File: src/rtl/led_seq_ctrl.sv
// led_seq_ctrl
// LED pattern sequencer. A one-hot command selects the running mode (hold the
// default pattern, rotate left, rotate right, pause, or bounce between the
// ends). A step counter divides clk down to the step rate, and spd picks one of
// four rates. A load strobe replaces the pattern in any mode except RESET.
module led_seq_ctrl #(
    parameter int unsigned      WIDTH   = 8,
    parameter logic [WIDTH-1:0] DEF_PAT = WIDTH'(8'h03),
    parameter int unsigned      DIV     = 125000000,
    parameter int unsigned      CNT_W   = 27
) (
    input  logic             clk,
    input  logic             rst,
    input  logic [4:0]       cmd,
    input  logic [1:0]       spd,
    input  logic             load,
    input  logic [WIDTH-1:0] load_pat,
    output logic [WIDTH-1:0] led,
    output logic [2:0]       state_o,
    output logic             step
);

    typedef enum logic [2:0] {
        ST_RESET   = 3'd0,
        ST_SHIFT_L = 3'd1,
        ST_SHIFT_R = 3'd2,
        ST_PAUSE   = 3'd3,
        ST_BOUNCE  = 3'd4
    } state_e;

    // One extra bit lets DIV == 2^CNT_W be represented before the shift.
    localparam int unsigned   PW    = CNT_W + 1;
    localparam logic [PW-1:0] DIV_V = PW'(DIV);

    state_e           state_q, state_d;
    logic [WIDTH-1:0] led_q, led_d;
    logic [CNT_W-1:0] cnt_q, cnt_d;
    logic             dir_q, dir_d;
    logic             step_q, step_d;

    logic [CNT_W-1:0] periodM1;
    logic             tick;
    logic             stateChange;
    logic             bounceEntry;
    logic             loadTaken;
    logic [WIDTH-1:0] rotL;
    logic [WIDTH-1:0] rotR;

    // Decode the command: exactly one bit set selects a state, anything else holds.
    always_comb begin
        state_d = state_q;
        case (cmd)
            5'b00001: state_d = ST_RESET;
            5'b00010: state_d = ST_SHIFT_L;
            5'b00100: state_d = ST_SHIFT_R;
            5'b01000: state_d = ST_PAUSE;
            5'b10000: state_d = ST_BOUNCE;
            default:  state_d = state_q;
        endcase
    end

    // Current step period and tick. The compare is >= so a speed-up mid-count fires at once.
    always_comb begin
        periodM1 = CNT_W'((DIV_V >> spd) - PW'(1));
        tick     = (cnt_q >= periodM1);
    end

    // Qualifiers shared by the counter and pattern logic, plus both rotations of the pattern.
    always_comb begin
        stateChange = (state_d != state_q);
        bounceEntry = (state_d == ST_BOUNCE) && (state_q != ST_BOUNCE);
        loadTaken   = load && (state_q != ST_RESET);
        rotL        = {led_q[WIDTH-2:0], led_q[WIDTH-1]};
        rotR        = {led_q[0], led_q[WIDTH-1:1]};
    end

    // Step counter: restarts on a state change so a new mode gets a full period first.
    always_comb begin
        cnt_d = cnt_q + CNT_W'(1);
        if (stateChange || tick) begin
            cnt_d = '0;
        end
    end

    // Pattern, bounce direction and step pulse, driven by the state the edge leaves.
    always_comb begin
        led_d  = led_q;
        dir_d  = dir_q;
        step_d = 1'b0;
        case (state_q)
            ST_RESET: begin
                led_d = DEF_PAT;
            end
            ST_SHIFT_L: begin
                if (tick) begin
                    led_d  = rotL;
                    step_d = 1'b1;
                end
            end
            ST_SHIFT_R: begin
                if (tick) begin
                    led_d  = rotR;
                    step_d = 1'b1;
                end
            end
            ST_BOUNCE: begin
                if (tick) begin
                    step_d = 1'b1;
                    if (!dir_q && led_q[WIDTH-1]) begin
                        dir_d = 1'b1;
                        led_d = rotR;
                    end else if (dir_q && led_q[0]) begin
                        dir_d = 1'b0;
                        led_d = rotL;
                    end else begin
                        led_d = dir_q ? rotR : rotL;
                    end
                end
            end
            default: begin
                led_d = led_q;
            end
        endcase

        // A load overrides a coincident step completely: no rotation, no direction change, no pulse.
        if (loadTaken) begin
            led_d  = load_pat;
            dir_d  = dir_q;
            step_d = 1'b0;
        end

        // Bounce always starts by moving left.
        if (bounceEntry) begin
            dir_d = 1'b0;
        end
    end

    // State and datapath registers; rst forces the idle RESET condition immediately.
    always_ff @(posedge clk or posedge rst) begin
        if (rst) begin
            state_q <= ST_RESET;
            led_q   <= DEF_PAT;
            cnt_q   <= '0;
            dir_q   <= 1'b0;
            step_q  <= 1'b0;
        end else begin
            state_q <= state_d;
            led_q   <= led_d;
            cnt_q   <= cnt_d;
            dir_q   <= dir_d;
            step_q  <= step_d;
        end
    end

    assign led     = led_q;
    assign state_o = state_q;
    assign step    = step_q;

endmodule

File: config.mk
export PLATFORM = sky130hd
export DESIGN_NAME = led_seq_ctrl
export DESIGN_NICKNAME = d
export VERILOG_FILES = /design/src/rtl/led_seq_ctrl.sv
export SDC_FILE = /design/constraint.sdc
export NUM_CORES = 1
export LEC_CHECK = 0
export BUFFER_PORTS_ARGS = -buffer_cell sky130_fd_sc_hd__buf_2
export CORE_MARGIN = 1
export CORE_UTILIZATION = 50
export CTS_CLUSTER_SIZE = 30
export DETAILED_ROUTE_END_ITERATION = 10
export PLACE_DENSITY = 0.69
export SLEW_MARGIN = 10
export SYNTH_ARGS = -nofsm -noshare
export SYNTH_HDL_FRONTEND = slang
export SYNTH_SLANG_ARGS = --single-unit
File: constraint.sdc
create_clock -name clk -period 7.5 [get_ports clk]
set_input_delay 1.5 -clock clk [delete_from_list [all_inputs] [get_ports clk]]
set_output_delay 1.5 -clock clk [all_outputs]
set_load 0.01 [all_outputs]
**Word level (Yosys, flattened, before mapping)**

Index checks and enable logic that the tools add are counted.

- Multiply operators: 0
- Divide/modulo/power cells: 0
- Add/sub/neg operators: 2
- Reductions and logical operators: 15
- Bitwise logic cells: 0
- Shift operators: 1
- Magnitude comparators: 1
- Equality and inequality tests: 15
- Mux-type cells: 19

Operators with widths:

| cell | count |
|---|---|
| $mux W8 | 7 |
| $pmux W8 S4 | 1 |
| $add A27 B1 Y27 const B | 1 |
| $ge A27 B27 Y1 | 1 |
| $mux W27 | 1 |
| $shr A27 B2 Y27 const A | 1 |
| $sub A27 B1 Y27 const B | 1 |
| $pmux W3 S5 | 1 |
| $ne A3 B3 Y1 const B | 4 |
| $mux W1 | 9 |
| $reduce_and A4 Y1 | 2 |
| $eq A3 B3 Y1 const B | 2 |
| $reduce_bool A3 Y1 | 2 |
| $eq A5 B1 Y1 const B | 1 |
| $eq A5 B2 Y1 const B | 1 |
| $eq A5 B3 Y1 const B | 1 |
| $eq A5 B4 Y1 const B | 1 |
| $eq A5 B5 Y1 const B | 1 |
| $reduce_bool A5 Y1 | 1 |
| $logic_and A1 B1 Y1 | 4 |
| $reduce_bool A2 Y1 | 2 |
| $eq A3 B1 Y1 const B | 1 |
| $eq A3 B2 Y1 const B | 1 |
| $logic_not A3 Y1 | 1 |
| 5 further kinds | 5 |

- Memory bits (writable): 0
- Output and inout bits: 12
- Memories: 0
- Input port bits: 18
- Bits in latches: 0
- Memory bits (read-only): 0
- Flip-flop bits (word level): 40

**Longest topological paths before layout**

Gate-level depths: netlist (run 1).

- Depth after elaboration: 7
- Mapped depth: 14

**Least setup slack after synthesis (run 1)**

OpenSTA, ideal clock, no wires.

- Path type: in2reg
- From: input spd[0]
- To: register led_q[2], in the netlist led[2]
- Required time: 7.375 ns
- Cell stages on the path: 13
- Buffers on the path: 0
- Arrival: 3.831 ns
- Slack: 3.544 ns
- Path through: inv_1 ha_1 nor4_1 nand2_1 xnor2_1 ha_1 a21oi_1 o21ai_0 a21oi_1 o21ai_1 o211ai_1 nand4b_2 mux2_2

- Cells in the longest elaborated chain, start to end: 5
- Elaborated cells between the ends (all ways): 7
- Classes of those cells: add/sub: 1; order compare: 1; eq/ne: 3; shift: 1; reduce/logical: 1

RTL lines:

| element | line | RTL |
|---|---|---|
| start: declaration | 15 | `input logic [1:0] spd,` |
| $shr A27 B2 Y27 (*) | 64 | `periodM1 = CNT_W'((DIV_V >> spd) - PW'(1));` |
| $sub A27 B1 Y27 (*) | 64 |  |
| $ge A27 B27 Y1 (*) | 65 | `tick = (cnt_q >= periodM1);` |
| $ne A3 B3 Y1 (no source line) | n/a |  |
| $reduce_and A4 Y1 (no source line) (*) | n/a |  |
| end signal: assignment | 148 | `led_q <= led_d;` |
| end: declaration | 36 | `logic [WIDTH-1:0] led_q, led_d;` |

Every way passes the cells marked *; elsewhere a longest branch is shown, timed or not.
A chain may end at the register's enable or synchronous reset.

**Worst setup path after layout (run 1)**

- From: input spd[0]
- To: register led_q[5], in the netlist led[5]

Same word-level chain as after synthesis.

==> summary.txt, run 1 <==
Status -> finished clean
Fin crit share -> 0.5675
DP HPWL -> 4737 microns
Fillers -> 526
DRT Pass-1 Iters -> 5
Pleak -> 1.621 nW
Antenna viol nets, final -> 0
First-pass GRT wire length -> 11,060 microns
Area Growth Syn to Fin -> 12.01%
Netlist Area Pre-Place -> 3053 sq um
Routed wire length -> 6565 microns
Die height -> 80.14 microns
Hold path cells -> 1
DR WL/cell -> 14.40 microns
Sequential area share after synthesis -> 0.3287
DRT iter0 DRCs -> 127
Layout Nets -> 432
Tot Pwr -> 0.0007103 W
CP max FO -> 8
# hold bufs at CTS -> 0
Synthesis Warnings -> 0
Initial antenna violation count -> 0
Vias in the first global route -> 2,303
Clock slew at reported path FFs -> 0.09 ns
Post-Place Cells -> 448
Pwr/cell area -> 207.7 nW/um^2
Max cap viols -> 0
Site row count -> 28
Core area -> 5921 sq um
Type of destination of the critical path -> register
Clock Sinks -> 40
Slowest stage delay, CP -> 0.39 ns
Top Ports -> 30
H-tree levels -> 2
Hold slack final -> 0.4649 ns
Cells after synthesis -> 355
Async S/R FF share, synth -> 1.000
Post-synth EDFFs -> 0
# diodes -> 0
RSZ-0062 raised after global routing -> no
Slowest stage cell on the critical path -> ha_1
Synth Flop Type -> dfrtp_1
Largest net degree at the start of global routing -> 41
Area leader, netlist -> dfrtp_1
Final setup viols -> 0
Die ar. -> 6422 sq um
Worst-skew pair later-pin latency -> 0.30 ns
Synth Register Bits -> 40
Root Driver -> clkbuf_8
Fmax -> 235.0 MHz
Number of setup buffers added after CTS -> 0
Non-Filler Instances -> 456
DR vias -> 2,600
Syn avg cell area -> 8.600 sq um
Sequence of cells on the critical path -> buf_2, inv_1, ha_1, nor4_1, nand2_1, xnor2_1, ha_1, a21oi_1, o21ai_0, a21oi_1, o21ai_1, o21ai_0, nand4b_2, mux2_2
Final Max Slew Viols -> 0
Via density -> 5.702
Min-delay worst type -> register to register
Setup Skew -> 0.01057 ns
Worst vdd ir -> 0.0001351 V
Worst path required time -> 7.69 ns
Syn_nets -> 407
DRC -> 0
Total CTS buffers -> 5
Gr usage total -> 0.2220
Yosys top cell area share -> 0.3115
RD Place Congestion -> 0.8593
Setup tns final -> 0 ns
CTS tree -> built
Min Tclk post-route -> 4.256 ns
CP startpoint kind -> input port
Critical path class -> input port to register
Fin. Hold Viols -> 0
Post-CTS Resized -> 0
IO buf count -> 29
Fin util -> 0.5776
Initial Utilization -> 0.5156
Critical Path AT -> 4.45 ns
Netlist cell types -> 49
Clk buf depth -> 2
Worst-Margin Slew -> 0.8963 ns
Die width -> 80.14 microns
Slew headroom -> 0.4002
GRT overflow -> 0
Ranking of synthesized cells by area -> dfrtp_1 (31%), ha_1 (14%), xor2_1 (7.5%)
Layout cells sized above 1 -> 0.1391
Worst r2r path cells -> 8
## cells by family (layout without fill, tap and decap cells)
family / after synthesis / after routing / synth area share
multiplexers: 8 / 8 / 0.02951
AND/OR/NAND/NOR: 143 / 143 / 0.2271
AO/OA/AOI/OAI: 69 / 69 / 0.1463
XOR/XNOR: 32 / 32 / 0.09180
adder cells (fa/ha/maj): 34 / 34 / 0.1393
flip-flops: 40 / 40 / 0.3287
buffers and inverters: 29 / 55 / 0.03730
## state kept, by name, summed over array words and instances, names as in the netlist
register and cells:
cnt_q 27, dir_q 1, led 8, state_o 3, step 1
## metrics by stage
stage	setup WS, ns	cell area (sq um)
2_1_floorplan	3.544	3053
3_3_place_gp	2.858	3249
3_5_place_dp	2.773	3249
4_1_cts	3.077	3408
5_1_grt	2.944	3420
6_report	3.244	3420
## worst paths after layout
path | to | slack [ns] | start
setup / recovery | led[5] | 3.24 | spd[0]
hold / removal | cnt_q[0] | 0.46 | cnt_q[0]
setup reg to reg | led[5] | 4.85 | cnt_q[8]
hold reg to reg | cnt_q[0] | 0.46 | cnt_q[0]
max in group asynchronous | led[0] | 5.82 | rst
min in group asynchronous | cnt_q[18] | 1.31 | rst
## critical path: cells and delay by family
family / cells / cell delay [ns]
multiplexers: 1 / 0.38
AND/OR/NAND/NOR: 3 / 0.68
XOR/XNOR: 1 / 0.13
buffers and inverters: 2 / 0.31
adder cells (fa/ha/maj): 2 / 0.68
AO/OA/AOI/OAI: 5 / 0.76
## layout by cell type (no fill, tap or decap), types with 5 or more instances in the layout
master | netlist | layout
nor2_1 | 50 | 50
dfrtp_1 | 38 | 38
ha_1 | 34 | 34
nand2_1 | 32 | 32
buf_2 | 4 | 29
xor2_1 | 26 | 26
o21ai_0 | 18 | 18
nand3_1 | 18 | 18
a21oi_1 | 17 | 17
inv_1 | 17 | 17
nand4_1 | 9 | 9
mux2_2 | 8 | 8
nand2b_1 | 6 | 6
xnor2_1 | 6 | 6
a211oi_1 | 5 | 5
clkbuf_8 | 0 | 5
## where the power goes
part	internal (W)	switching, W
clock	0.000167	0.0000814
sequential	0.000242	0.0000408
combinational	0.0000753	0.000104
## area by class of cell
cell class                 count  area, sq um  share of cell area
clock buffer                   5        68.82             0.02012
multi-input combinational    286         1947              0.5693
clock inverter                 3        90.09             0.02634
sequential                    40         1003              0.2934
timing repair buffer          30        152.6             0.04464
tap                           75        93.84             0.02744
inverter                      17        63.81             0.01866
## synthesized netlist by cell type (all sizes together), types with 6 or more instances
cell type   n
nor2       50
dfrtp      38
ha         34
nand2      32
xor2       26
o21ai      21
nand3      18
a21oi      17
inv        17
nand4       9
mux2        8
clkbuf      7
nand2b      6
xnor2       6
## layer usage
metal / share of wire / wire length, microns / track usage / vias to the layer above
met5: 0 / 0 / 0 / -
met1: 0.50 / 3254 / 0.3062 / 1230
met2: 0.45 / 2984 / 0.3547 / 60
met3: 0.040 / 264 / 0.03977 / 7
li1: - / - / - / 1303
met4: 0.0094 / 62 / 0.06071 / 0
Power figures use the tool's default switching activity.
==> run 2, diff against run 1 <==
==> constraint.sdc (replaced) <==
create_clock -name clk -period 4.2 [get_ports clk]
set_input_delay 0.84 -clock clk [delete_from_list [all_inputs] [get_ports clk]]
set_output_delay 0.84 -clock clk [all_outputs]
set_load 0.01 [all_outputs]
==> summary.txt, run 2 (synthesized netlist as in run 1, its figures left out) <==
Total CTS buffers -> 5 (unchanged)
RD Place Congestion -> 0.9432 (+9.8%)
Layout cells sized above 1 -> 0.1342 (-0.004897)
Reg2reg start -> cnt_q[8]
First-pass GRT wire length -> 11,360 microns (+2.7%)
Slew headroom -> 0.2813 (-0.1189)
Post-CTS Resized -> 0 (unchanged)
Core area -> 5921 sq um (unchanged)
Largest net degree at the start of global routing -> 28 (-32%)
Hold slack final -> 0.4691 ns (+0.004272 ns)
Fin crit share -> 0.8558
Met3 wire length -> 266 microns (+0.76%)
DP HPWL -> 4911 microns (+3.7%)
Most frequent cells in the layout -> nor2_1 (50), dfrtp_1 (38), ha_1 (34)
Clock Sinks -> 40 (unchanged)
CP startpoint kind -> input port
Min-delay src -> cnt_q[0]
Fin util -> 0.5638 (-0.01374)
Final setup viols -> 0 (unchanged)
Gr usage total -> 0.2286 (+0.006571)
Root Driver -> clkbuf_8
Status -> finished clean
Area Growth Syn to Fin -> 9.344%
Worst-skew pair later-pin latency -> 0.29 ns (about the same)
Min Tclk post-route -> 3.594 ns
Final Max Slew Viols -> 0 (unchanged)
Site row count -> 28 (unchanged)
Max layer used -> met4
Setup tns final -> 0 ns (unchanged)
Pleak -> 1.584 nW (-2.3%)
DR WL/cell -> 14.90 microns (+3.5%)
# diodes -> 0 (unchanged)
Critical Path AT -> 3.77 ns (-0.68 ns)
Most common cell after layout, fill and taps aside -> nor2_1
RSZ-0062 raised after global routing -> no
Reg with most FFs -> cnt_q
Number of setup buffers added after CTS -> 0 (unchanged)
Fin. Hold Viols -> 0 (unchanged)
Met1 wire length -> 3291 microns (+1.1%)
Reg-to-Reg End -> led[7]
Worst-Margin Slew -> 1.077 ns (+0.1805 ns)
Fillers -> 565 (+7.4%)
IO buf count -> 29 (unchanged)
Pwr/cell area -> 321.8 nW/um^2 (+55%)
Initial antenna violation count -> 0 (unchanged)
Die ar. -> 6422 sq um (unchanged)
DRC -> 0 (unchanged)
GRT overflow -> 0 (unchanged)
DR WL met2 -> 3142 microns (+5.3%)
CP max FO -> 8 (unchanged)
Hold path cells -> 1 (unchanged)
Type of destination of the critical path -> register
R2R Setup Slk -> 1.60 ns (-3.25 ns)
Critical path class -> input port to register
Clk buf depth -> 2 (unchanged)
Routed wire length -> 6780 microns (+3.3%)
Worst path required time -> 4.38 ns (-3.31 ns)
Initial Utilization -> 0.5156 (unchanged)
DR vias -> 2,540 (-2.3%)
Max reg flops -> 27 (unchanged)
# hold bufs at CTS -> 0 (unchanged)
Fmax -> 278.2 MHz
CTS tree -> built
Max cap viols -> 0 (unchanged)
Worst vdd ir -> 0.0002054 V (+52%)
Die height -> 80.14 microns (unchanged)
Die width -> 80.14 microns (unchanged)
Setup Skew -> 0.004437 ns (-0.006129 ns)
H-tree levels -> 2 (unchanged)
Top Ports -> 30 (unchanged)
Worst r2r path cells -> 8 (unchanged)
Antenna viol nets, final -> 0 (unchanged)
Min-delay worst type -> register to register
DRT iter0 DRCs -> 160 (+26%)
Clock slew at reported path FFs -> 0.07 ns (-0.02 ns)
Hold endpoint -> cnt_q[0]
Layout Nets -> 432 (unchanged)
Via density -> 5.582 (-2.1%)
Vias in the first global route -> 2,382 (+3.4%)
DRT Pass-1 Iters -> 4 (-1)
-- run 2: power breakdown --
part           switching [W]  internal, W
clock network       0.000134     0.000113
registers          0.0000721     0.000433
logic               0.000188     0.000135
total               0.000393     0.000681
-- run 2: final cells by class --
type | count | area [sq um] | share of cell area
sequential | 40 | 1003 | 0.3006
inverter | 17 | 63.81 | 0.01912
tap | 75 | 93.84 | 0.02811
multi-input combinational | 286 | 1947 | 0.5832
clock inverter | 1 | 5.005 | 0.001499
timing repair buffer | 30 | 152.6 | 0.04573
clock buffer | 6 | 72.57 | 0.02174
-- run 2: how the worst max path moves through the flow --
stage          startpoint   endpoint  slack (ns)  depth (start not counted)
2_1_floorplan      spd[0]     led[2]        0.90                         13
3_3_place_gp       spd[0]  cnt_q[15]        0.27                         14
3_5_place_dp       spd[1]  cnt_q[24]        0.08                         14
4_1_cts            spd[0]  cnt_q[24]        0.40                         14
5_1_grt            spd[0]     led[7]        0.40                         14
6_report           spd[0]     led[7]        0.61                         14
-- run 2: worst max-delay path, stage by stage --
cell and delay, ns:
buf_2 0.16, inv_1 0.13, ha_1 0.40, nor4_1 0.27
nand2_1 0.10, xnor2_1 0.13, ha_1 0.29, a21oi_1 0.15
o21ai_0 0.10, a21oi_1 0.13, o21ai_1 0.14, o211ai_1 0.24
nand4b_2 0.32, mux2_2 0.37
-- run 2: routing by layer --
| metal | GRT usage | vias to the layer above |
|---|---|---|
| met1 | 0.3226 | 1188 |
| met2 | 0.3427 | 48 |
| met4 | 0.08571 | 0 |
| li1 | - | 1296 |
| met3 | 0.04432 | 8 |
| met5 | 0 | - |
-- run 2: metrics by stage --
stage	std cells	total power, W	area, sq um	worst slack (ns)
3_3_place_gp	448	0.0008229	3249	0.2661
5_1_grt	455	0.001156	3338	0.3999
6_report	455	0.001074	3338	0.6058
2_1_floorplan	355	0.0007307	3053	0.9040
4_1_cts	455	0.001081	3327	0.4007
3_5_place_dp	448	0.0008302	3249	0.07864
==> run 3, diff against run 2 <==
--- a/config.mk
+++ b/config.mk
@@ -5,7 +5,8 @@
 export SDC_FILE = /design/constraint.sdc
 export NUM_CORES = 1
 export LEC_CHECK = 0
-export BUFFER_PORTS_ARGS = -buffer_cell sky130_fd_sc_hd__buf_2
+export ABC_AREA = 1
+export BUFFER_PORTS_ARGS = -buffer_cell sky130_fd_sc_hd__buf_4
 export CORE_MARGIN = 1
 export CORE_UTILIZATION = 50
 export CTS_CLUSTER_SIZE = 30
==> constraint.sdc (replaced) <==
create_clock -name clk -period 4.2 [get_ports clk]
set_input_delay 0.84 -clock clk [delete_from_list [all_inputs] [get_ports clk]]
set_output_delay 0.84 -clock clk [all_outputs]
set_load 0.1 [all_outputs]
==> summary.txt, run 3 <==
Ranking of synthesized cells by area -> dfrtp_1 (28%), nand2_1 (13%), ha_1 (13%)
Total CTS buffers -> 5 (unchanged)
Worst slack, placed -> 0.4808 ns (+0.4022 ns)
Sequential area share after synthesis -> 0.2971 (-0.03154)
Clk buf depth -> 2 (unchanged)
Root Driver -> clkbuf_8
Setup Skew -> 0.01245 ns (+0.008017 ns)
Core area -> 6422 sq um (+8.5%)
Reg2reg start -> cnt_q[24]
Yosys top cell area share -> 0.2816 (-0.02989)
Mux cell area share after synthesis -> 0 (-0.02951)
Met1 wire length -> 3358 microns (+2.0%)
Most common cell type on the critical path -> nand2_1
Slowest stage cell on the critical path -> ha_1
Synth Register Bits -> 40 (unchanged)
CP startpoint kind -> input port
Most common cell after layout, fill and taps aside -> nand2_1
Async S/R FF share, synth -> 1.000 (unchanged)
Synthesis Warnings -> 0 (unchanged)
Netlist cell types -> 32 (-35%)
Worst-Margin Slew -> 0.5227 ns (-0.5541 ns)
Count leader, synth -> nand2_1
Type of destination of the critical path -> register
Die width -> 84.18 microns (+5.0%)
Synth Area in Compound Gates -> 0.06076 (-0.08555)
Most frequent cells in the layout -> nand2_1 (120), inv_1 (55), nor2_1 (52)
Die height -> 84.18 microns (+5.0%)
Area Growth Syn to Fin -> 12.26%
Gr usage total -> 0.2421 (+0.01356)
Fin crit share -> 0.8086 (-0.04716)
DRT iter0 DRCs -> 174 (+8.8%)
Slowest stage delay, CP -> 0.33 ns (-0.07 ns)
Multi-input logic area -> 2122 sq um (+9.0%)
Max reg flops -> 27 (unchanged)
Worst-skew pair later-pin latency -> 0.30 ns (about the same)
Worst vdd ir -> 0.0003713 V (+81%)
Initial Utilization -> 0.5258 (+0.01018)
Area share of fa/ha/maj cells after synthesis -> 0.1260 (-0.01337)
H-tree levels -> 2 (unchanged)
Layout cells sized above 1 -> 0.1653 (+0.03113)
DP HPWL -> 6051 microns (+23%)
Min Tclk post-route -> 3.396 ns (-0.1981 ns)
Number of setup buffers added after CTS -> 0 (unchanged)
Via density -> 5.342 (-4.3%)
Cells after synthesis -> 467 (+32%)
DRC -> 0 (unchanged)
CTS tree -> built
Final Max Slew Viols -> 0 (unchanged)
Largest net degree at the start of global routing -> 41 (+46%)
Critical Path AT -> 3.56 ns (-0.21 ns)
Pleak -> 1.895 nW (+20%)
Fmax -> 294.5 MHz (+5.8%)
Setup tns final -> 0 ns (unchanged)
Simple logic cell fraction of the synthesized area -> 0.3768 (+0.1498)
Setup crit start -> spd[0]
# hold bufs at CTS -> 0 (unchanged)
RSZ-0062 raised after global routing -> no
Antenna viol nets, final -> 0 (unchanged)
Max cap viols -> 0 (unchanged)
XOR/XNOR share of the synthesized area -> 0.06484 (-0.02696)
Area leader, netlist -> dfrtp_1
Main combinational cell family by area after synthesis -> simple AND/OR/NAND/NOR gates
Layout Nets -> 553 (+28%)
DRT Pass-1 Iters -> 4 (unchanged)
Initial antenna violation count -> 0 (unchanged)
Top Ports -> 30 (unchanged)
Min-delay worst type -> register to register
RD Place Congestion -> 0.9418 (-0.15%)
Clock Sinks -> 40 (unchanged)
CP max FO -> 27 (+19)
WP buf/inv -> 3 (+1)
Post-synth EDFFs -> 0 (unchanged)
Syn avg cell area -> 7.231 sq um (-16%)
Seq. cell area -> 1003 sq um (unchanged)
Pwr/cell area -> 436.2 nW/um^2 (+36%)
Vias in the first global route -> 3,046 (+28%)
Site row count -> 29 (+3.6%)
Final setup viols -> 0 (unchanged)
First-pass GRT wire length -> 13,740 microns (+21%)
Sequence of cells on the critical path -> buf_4, inv_1, ha_1, nor4_1, nand3_1, xor2_1, ha_1, nand2_1, nor2_1, nand2_1, nor2_1, nand2_1, nand2_1, nor2_2, nand3_1, inv_2, nand2_4, nor2_1
GRT overflow -> 0 (unchanged)
Slew headroom -> 0.6515 (+0.3702)
Clock slew at reported path FFs -> 0.08 ns (about the same)
DR vias -> 3,093 (+22%)
Syn_nets -> 519 (+28%)
Min-delay src -> led[1]
Fillers -> 618 (+9.4%)
Status -> finished clean
DR WL/cell -> 13.56 microns (-9.0%)
Reg with most FFs -> cnt_q
Post-CTS Resized -> 0 (unchanged)
IO buf count -> 29 (unchanged)
Fin. Hold Viols -> 0 (unchanged)
Critical path class -> input port to register
Routed wire length -> 7851 microns (+16%)
Commonest cells post-synth -> nand2_1 (120), inv_1 (55), nor2_1 (52)
Worst path required time -> 4.37 ns (about the same)
Synth Flop Type -> dfrtp_1
Max layer used -> met4
CP delay by family, top -> simple AND/OR/NAND/NOR gates
Netlist Area Pre-Place -> 3377 sq um (+11%)
DR WL met2 -> 3937 microns (+25%)
# diodes -> 0 (unchanged)
Die ar. -> 7086 sq um (+10%)
Final worst slack -> 0.8039 ns (+0.1981 ns)
Met3 wire length -> 338 microns (+27%)
-- run 3: changes by cell type after synthesis, moves of 8 or more --
cell     change
nand3_1     +19
nor2_2      +25
xor2_1      -10
mux2_2       -8
inv_1       +38
nand2_1     +88
-- run 3: through the flow --
stage / utilization / hold WS (ns) / instance area (sq um) / std cells / power, W
2_1_floorplan: - / 0.4693 / 3377 / 467 / 0.001151
3_3_place_gp: 0.5706 / 0.4775 / 3665 / 571 / 0.001305
3_5_place_dp: 0.5706 / 0.4821 / 3665 / 571 / 0.001313
4_1_cts: 0.5903 / 0.4950 / 3791 / 579 / 0.001666
5_1_grt: 0.5903 / 0.5304 / 3791 / 579 / 0.001757
6_report: 0.5903 / 0.4951 / 3791 / 579 / 0.001654
-- run 3: logic make-up after synthesis --
| family | Yosys count |
|---|---|
| and+or+nand+nor | 269 |
| buffers and inverters | 61 |
| DFF | 40 |
| AOI/OAI and AO/OA | 38 |
| adders and majority gates | 34 |
| xor gates and xnor gates | 25 |
-- run 3: power by group --
| group | leakage, nW | switching [W] | total (W) | internal (W) |
|---|---|---|---|---|
| clock | 0.0645 | 0.000137 | 0.000347 | 0.000210 |
| sequential | 0.538 | 0.0000775 | 0.000529 | 0.000451 |
| combinational | 1.29 | 0.000593 | 0.000778 | 0.000184 |
| total | 1.89 | 0.000808 | 0.00165 | 0.000845 |
-- run 3: path summary, 6_finish.rpt --
kind | end | slack, ns | depth (start not counted)
setup / recovery | cnt_q[0] | 0.80 | 18
hold / removal | led[1] | 0.50 | 2
setup reg to reg | cnt_q[0] | 2.00 | 10
hold reg to reg | led[1] | 0.50 | 2
max in group asynchronous | led[0] | 3.15 | 3
min in group asynchronous | cnt_q[12] | 0.67 | 3
-- run 3: final cells by class --
cell class              instances  area share
repair buffers                 30     0.05941
multi-input cells             366      0.5597
inverters                      58     0.05743
clock inverters                 1    0.007921
flip-flops and latches         40      0.2647
clock buffers                   7     0.02541
well taps                      77     0.02541
-- run 3: routing by layer --
metal,vias to the layer above,GRT usage
met4,0,0.1066
met1,1429,0.2967
met3,16,0.02852
met2,84,0.4292
li1,1564,-
met5,-,0
-- run 3: tightest hold or removal path, cell delays in order, from the launching register on --
cell     delay (ns)
dfstp_2        0.39
nand2_1        0.06
nand2_1        0.04
